===== config.mk =====
export PLATFORM = sky130hd
export DESIGN_NAME = sobel_frame_sched
export DESIGN_NICKNAME = d
export VERILOG_FILES = /design/src/rtl/sobel_frame_sched.sv
export SDC_FILE = /design/constraint.sdc
export NUM_CORES = 1
export LEC_CHECK = 0
export BUFFER_PORTS_ARGS = -buffer_cell sky130_fd_sc_hd__buf_2
export CAP_MARGIN = 15
export CORE_MARGIN = 8
export CORE_UTILIZATION = 55
export CTS_CLUSTER_DIAMETER = 150
export CTS_CLUSTER_SIZE = 24
export DETAILED_ROUTE_END_ITERATION = 16
export HOLD_SLACK_MARGIN = 0.02
export PLACE_DENSITY_LB_ADDON = 0.3
export SYNTH_ARGS = -nofsm -noshare
export SYNTH_HDL_FRONTEND = slang
export SYNTH_SLANG_ARGS = --single-unit

===== constraint.sdc =====
create_clock -name clk -period 3.45 [get_ports clk]
set_input_delay 0.5175 -clock clk [delete_from_list [all_inputs] [get_ports clk]]
set_output_delay 0.5175 -clock clk [all_outputs]
set_load 0.005 [all_outputs]

===== src/rtl/sobel_frame_sched.sv =====
// Frame scheduler in front of a Sobel pipeline: feeds one frame, appends
// padding lines, then waits for the result stream (with a watchdog).
module sobel_frame_sched #(
  parameter int         IMG_W       = 640,
  parameter int         IMG_H       = 480,
  parameter int         FLUSH_LINES = 2,
  parameter logic [7:0] FLUSH_VAL   = 8'h00,
  parameter int         EXP_OUT     = IMG_W * IMG_H,
  parameter int         TIMEOUT     = 65535
) (
  input  logic        clk,
  input  logic        rst_p,
  input  logic        start,
  input  logic [7:0]  src_data,
  input  logic        src_valid,
  output logic        src_ready,
  output logic [7:0]  snk_data,
  output logic        snk_valid,
  input  logic        snk_ready,
  input  logic        res_valid,
  input  logic        res_ready,
  output logic        busy,
  output logic        frame_done,
  output logic        timeout_err,
  output logic [23:0] res_cnt
);

  typedef enum logic [2:0] {
    S_IDLE, S_FEED, S_FLUSH, S_DRAIN, S_DONE
  } state_t;

  localparam logic [23:0] FRAME_PIX = 24'(IMG_W * IMG_H);
  localparam logic [23:0] FLUSH_PIX = 24'(FLUSH_LINES * IMG_W);
  localparam logic [23:0] EXP_C     = 24'(EXP_OUT);
  localparam logic [23:0] TO_C      = 24'(TIMEOUT);

  state_t      state, state_nx;
  logic [23:0] in_cnt, drain_cnt, in_tgt;
  logic        in_beat, res_fire, res_full;
  logic        in_last, to_hit, res_live;

  assign in_beat  = snk_valid & snk_ready;
  assign res_fire = res_valid & res_ready;
  assign res_full = (res_cnt == EXP_C);
  assign in_tgt   = (state == S_FEED) ? FRAME_PIX : FLUSH_PIX;
  assign in_last  = in_beat && (in_cnt + 24'd1 == in_tgt);
  assign to_hit   = !res_fire && (drain_cnt + 24'd1 == TO_C);
  assign res_live = (state == S_FEED) || (state == S_FLUSH) ||
                    (state == S_DRAIN);

  always_ff @(posedge clk) begin
    if (rst_p) state <= S_IDLE;
    else       state <= state_nx;
  end

  always_comb begin
    state_nx = state;
    unique case (state)
      S_IDLE:  if (start) state_nx = S_FEED;
      S_FEED: begin
        if (res_full)     state_nx = S_DONE;
        else if (in_last) state_nx = (FLUSH_PIX == 24'd0) ? S_DRAIN
                                                           : S_FLUSH;
      end
      S_FLUSH: begin
        if (res_full)     state_nx = S_DONE;
        else if (in_last) state_nx = S_DRAIN;
      end
      S_DRAIN: if (res_full || to_hit) state_nx = S_DONE;
      S_DONE:  state_nx = S_IDLE;
      default: state_nx = S_IDLE;
    endcase
  end

  always_comb begin
    src_ready  = 1'b0;
    snk_valid  = 1'b0;
    snk_data   = 8'h00;
    busy       = 1'b1;
    frame_done = 1'b0;
    unique case (state)
      S_IDLE: busy = 1'b0;
      S_FEED: begin
        src_ready = snk_ready;
        snk_valid = src_valid;
        snk_data  = src_data;
      end
      S_FLUSH: begin
        snk_valid = 1'b1;
        snk_data  = FLUSH_VAL;
      end
      S_DRAIN: ;
      S_DONE:  frame_done = 1'b1;
      default: busy = 1'b0;
    endcase
  end

  always_ff @(posedge clk) begin
    if (rst_p) begin
      in_cnt      <= '0;
      res_cnt     <= '0;
      drain_cnt   <= '0;
      timeout_err <= 1'b0;
    end else begin
      if (state == S_IDLE && start) begin
        in_cnt      <= '0;
        res_cnt     <= '0;
        timeout_err <= 1'b0;
      end else begin
        if ((state == S_FEED || state == S_FLUSH) && in_beat)
          in_cnt <= in_last ? 24'd0 : in_cnt + 24'd1;
        if (res_live && res_fire && !res_full)
          res_cnt <= res_cnt + 24'd1;
      end
      // Cleared outside DRAIN so every DRAIN entry starts from zero.
      if (state != S_DRAIN || res_fire) drain_cnt <= '0;
      else                              drain_cnt <= drain_cnt + 24'd1;
      if (state == S_DRAIN && !res_full && to_hit)
        timeout_err <= 1'b1;
    end
  end

endmodule


==> Word-level counts from Yosys, hierarchy flattened <==
Index checks and enable logic that the tools add are counted.
{ "word_totals": {"reg_bits": 76, "latchBits": 0, "ramBits": 0, "mem_bits_ro": 0, "in_bits": 15, "out_inout_bits": 37, "n_memories": 0} }
{ "op_classes": {"n_addsub": 3, "multipliers": 0, "n_div": 0, "magnitude_cmp": 0, "n_eq_ne": 12, "shift": 0, "mux": 16, "n_bitwise": 2, "reduce_logical": 20} }
{ "op_table": {"columns": ["operator", "count"], "rows": [
  ["24-bit by 1-bit adder with 24-bit output (second input constant)", 3],
  ["24-bit by 16-bit equality test with 1-bit output (second input constant)", 1],
  ["24-bit by 19-bit equality test with 1-bit output", 1],
  ["24-bit by 19-bit equality test with 1-bit output (second input constant)", 1],
  ["24-bit 2-to-1 mux", 1],
  ["19-bit 2-to-1 mux", 1],
  ["3-bit 2-to-1 mux", 6],
  ["3-bit case mux with 4 select lines", 1],
  ["1-bit logical AND", 8],
  ["8-bit 2-to-1 mux", 1],
  ["3-bit by 2-bit equality test with 1-bit output (second input constant)", 2],
  ["3-bit != test (second input constant)", 2],
  ["1-bit 2-to-1 mux", 5],
  ["1-bit logical OR", 4],
  ["4-bit AND reduction", 1],
  ["2-bit OR reduction", 2],
  ["4-bit OR reduction", 1],
  ["3-bit by 1-bit equality test with 1-bit output (second input constant)", 1],
  ["3-bit equality test (second input constant)", 1],
  ["3-bit zero test", 1],
  ["3-bit by 2-bit != test with 1-bit output (second input constant)", 1],
  ["1-bit AND", 2],
  ["1-bit zero test", 2],
  ["2-bit by 1-bit != test with 1-bit output (second input constant)", 1],
  ["other kinds (3)", 3]
]} }

==> Depth between registers and ports, before layout <==
{ "depth": {"depth_word": 7, "depth_mapped": 10, "ltp_nobuf": 9} }

==> Least setup slack after synthesis <==
OpenSTA, ideal clock, no wires.
{ "synth_timing": {"path_type": "register to register", "from": "register in_cnt[0]", "to": "register state[0]", "setup_ps": 59, "arrival_time_ps": 2745, "t_required_ps": 3391, "setup_slack_ps": 646, "path_stages_with_launch": 11, "n_path_buf": 1, "synth_period_minus_slack_ps": 2804, "path_cell_list": "dfxtp_1 ha_1 nand3_1 or3_1 a21o_1 or4_4 a2111oi_2 nand4_1 buf_2 mux2i_1 o211a_1"} }
{ "synth_via": {"elab_chain_len": 5} }
{ "synth_rtl": {"columns": ["element", "line_no", "rtl"], "rows": [
  ["start: declaration", "38", "logic [23:0] in_cnt, drain_cnt, in_tgt;"],
  ["start signal: assignment", "111", "in_cnt <= in_last ? 24'd0 : in_cnt + 24'd1;"],
  ["24-bit by 1-bit adder with 24-bit output (*)", "46", "assign in_last = in_beat && (in_cnt + 24'd1 == in_tgt);"],
  ["24-bit by 19-bit equality test with 1-bit output (*)", "46", null],
  ["1-bit logical AND (*)", "46", null],
  ["3-bit != test (no source line)", null, null],
  ["4-bit AND reduction (no source line) (*)", null, null],
  ["end signal: assignment", "53", "else state <= state_nx;"],
  ["end: declaration", "37", "state_t state, state_nx;"]
]} }
Every way passes the cells marked *; elsewhere a longest branch is shown, timed or not.
A chain may end at the register's enable or synchronous reset.

==> Final worst setup path <==
{ "layout_timing": {"from": "register in_cnt[0]", "to": "register state[1]"} }
Same word-level chain as after synthesis.

==> metrics.txt <==
result of the run=finished, final reports clean; area share of the largest cell type after synthesis=35.6%; number of antenna cells inserted=0; CTS root buffer=sky130_fd_sc_hd__clkbuf_8; part of the Yosys area used for sequential elements=35.6%; IR drop worst, VDD=0.253 mV; kind of cell adding the most delay to the critical path=simple AND/OR/NAND/NOR gates; Yosys cell types=52; FF+latch count, synth=76; total chip power=1.71 mW; Worst Setup Start Kind=flop; buffers from clock root to sink, at most=2; Final TNS setup=0 ns; total I/O pin count=52; hold crit path type=primary input to flop; most common cell type on the critical path=sky130_fd_sc_hd__or3_1; mean cell area of the mapped netlist=8.00 sq um; maximum fanout along the worst path=9; non-filler instance count after layout=683; Async S/R FF share, synth=0%; first-pass GRT wire length=16.7 mm; gr ovfl total=0; number of synthesis warnings=0; pin count of the biggest net entering global routing=50; width of the chip=104 um; cell-by-cell listing of the critical path=ha_1 > nand3_1 > or3_1 > a21o_1 > or4_4 > a2111oi_2 > nand4_1 > or3_1 > a21oi_1; DR WL/cell=14.1 um; area of the core=7610 sq um; clock transition at the registers of the reported paths=0.08 ns; slowest library cell on the worst path=sky130_fd_sc_hd__or4_4; RSZ-0062 raised after global routing=false; class of the most critical setup path=flop to flop; Peak Freq=0.333 GHz; Max-slew headroom=30.8%; number of hold-slack violations in the final timing report=0; Post-synth EDFFs=0; Residual DRC=0; leading area contributor after synthesis=sky130_fd_sc_hd__dfxtp_1; Pleak=1.74 nW; worst hold slack after final layout=0.458 ns; total number of vias=3842; post-CTS resize count=0; number of CTS-inserted buffers=9; count of standard-cell rows=32; slew at the pin closest to its max-slew limit=1.04 ns; DPL Wire Length=6.86 mm; number of global-route vias before repair=3549; number of port buffers=51; arrival time at the worst endpoint=3.30 ns; Pre-antenna DRT Iters=5; die area=10800 sq um; category of the worst setup path capture point=flop; die height=104 um; count of endpoints failing setup in the final report=0; count of buffers added by post-CTS timing repair for setup=0; Final GP Congestion=0.878; overall fraction of global-route tracks in use=18.1%; Final Max Tran Viols=0; Final nets=597; endpoint required time on the critical path=3.74 ns; instance count of the mapped netlist=534; fin crit period=3.01 ns; insertion delay of the later-clocked pin in the worst-skew pair=0.36 ns; number of hold buffers added after cts=0; final critical-path share of the clock period=87.1%; utilization of the core after routing=62.8%; violation count after the first detailed-route iteration=152; delay of the slowest critical-path stage=0.51 ns; fraction of final layout cells with drive strength greater than 1=14.6%; Antenna Nets Post-Route=0; H-Tree Depth=3; top cell types by occurrence after synthesis=78 x sky130_fd_sc_hd__nor2_1, 76 x sky130_fd_sc_hd__dfxtp_1, 44 x sky130_fd_sc_hd__nand2_1; commonest register cell after synthesis=sky130_fd_sc_hd__dfxtp_1; total placed instance area=4550 sq um; post-route worst setup slack=0.445 ns; fin area=4780 sq um; worst path bufs/invs=0; TritonCTS clock tree=built; Post-Place Setup Slack=0.445 ns; Pwr Density=358 nW/um^2; via-per-instance ratio=5.63; layout-stage area growth over the synthesis result=11.8%; wire length reported by the detailed router=9.65 mm; sink count of the clock tree=76; Synth Net Count=555; initial core utilization=56.2%; largest cells by area after synthesis=sky130_fd_sc_hd__dfxtp_1 36%, sky130_fd_sc_hd__xor2_1 7.6%, sky130_fd_sc_hd__nor2_1 6.9%, sky130_fd_sc_hd__xnor2_1 6.8%, sky130_fd_sc_hd__nand3_1 4.1%; number of antenna violations at the first check in global routing=0; Final Skew=0.00974 ns; Synth Cell Area=4270 sq um; number of placed instances with taps included=667; library cell with the highest instance count after synthesis=sky130_fd_sc_hd__nor2_1; number of max-capacitance violations reported=0
path summary, 6_finish.rpt:
kind,startpoint,endpoint,slack (ns),cells after the start
max reg2reg,in_cnt[0],state[1],0.44,9
max,in_cnt[0],state[1],0.44,9
min reg2reg,drain_cnt[0],drain_cnt[0],0.50,1
min,rst_p,state[1],0.46,4
per-layer routing:
layer	part of all wire [%]	track usage [%]	vias to the layer above
met5	0	0	-
met4	1.6	5.48	0
met3	4.8	5.51	14
met2	47	28.9	81
met1	46	22.9	1793
li1	-	-	1954
worst register-to-register path, cell delays in order, from the launching register on:
cell,delay [ns]
sky130_fd_sc_hd__dfxtp_1,0.48
sky130_fd_sc_hd__ha_1,0.28
sky130_fd_sc_hd__nand3_1,0.11
sky130_fd_sc_hd__or3_1,0.35
sky130_fd_sc_hd__a21o_1,0.19
sky130_fd_sc_hd__or4_4,0.51
sky130_fd_sc_hd__a2111oi_2,0.30
sky130_fd_sc_hd__nand4_1,0.21
sky130_fd_sc_hd__or3_1,0.37
sky130_fd_sc_hd__a21oi_1,0.16
power breakdown:
part | switching, mW | total, mW | internal, mW | leakage (nW)
clock network | 0.352 | 0.763 | 0.411 | 0.106
logic | 0.0392 | 0.0658 | 0.0266 | 1.02
registers | 0.00411 | 0.882 | 0.878 | 0.612
cells in the final DEF (no fill, tap or decap), drive strengths merged, types with 20 or more instances in the layout:
cell type  netlist  layout
nor2            78      78
dfxtp           76      76
buf              7      58
nand2           44      44
xor2            37      37
nand3           35      35
xnor2           33      33
nand4           26      26
nor3            22      22
a21oi           20      20
cell type report:
type / count / area (sq um)
Clock buffer: 9 / 124
Clock inverter: 7 / 97.6
Fill cell: 695 / 2830
Inverter: 12 / 45.0
Multi-Input combinational cell: 419 / 2550
Sequential cell: 76 / 1520
Tap cell: 102 / 128
Timing Repair Buffer: 58 / 308
flip-flops by register name, indices dropped and copies added, names as in the netlist:
signal	flops
in_cnt	24
state	3
res_cnt	24
timeout_err	1
drain_cnt	24
logic make-up (layout without fill, tap and decap cells):
family | count (synthesis) | in the layout | synth area share (%)
mux | 3 | 3 | 0.703
buf+inv | 39 | 86 | 4.63
flops | 76 | 76 | 35.6
xor+xnor | 70 | 70 | 14.4
fa+ha+maj | 6 | 6 | 1.76
simple gates | 282 | 282 | 34.5
compound gates | 58 | 58 | 8.47
Power figures use the tool's default switching activity.
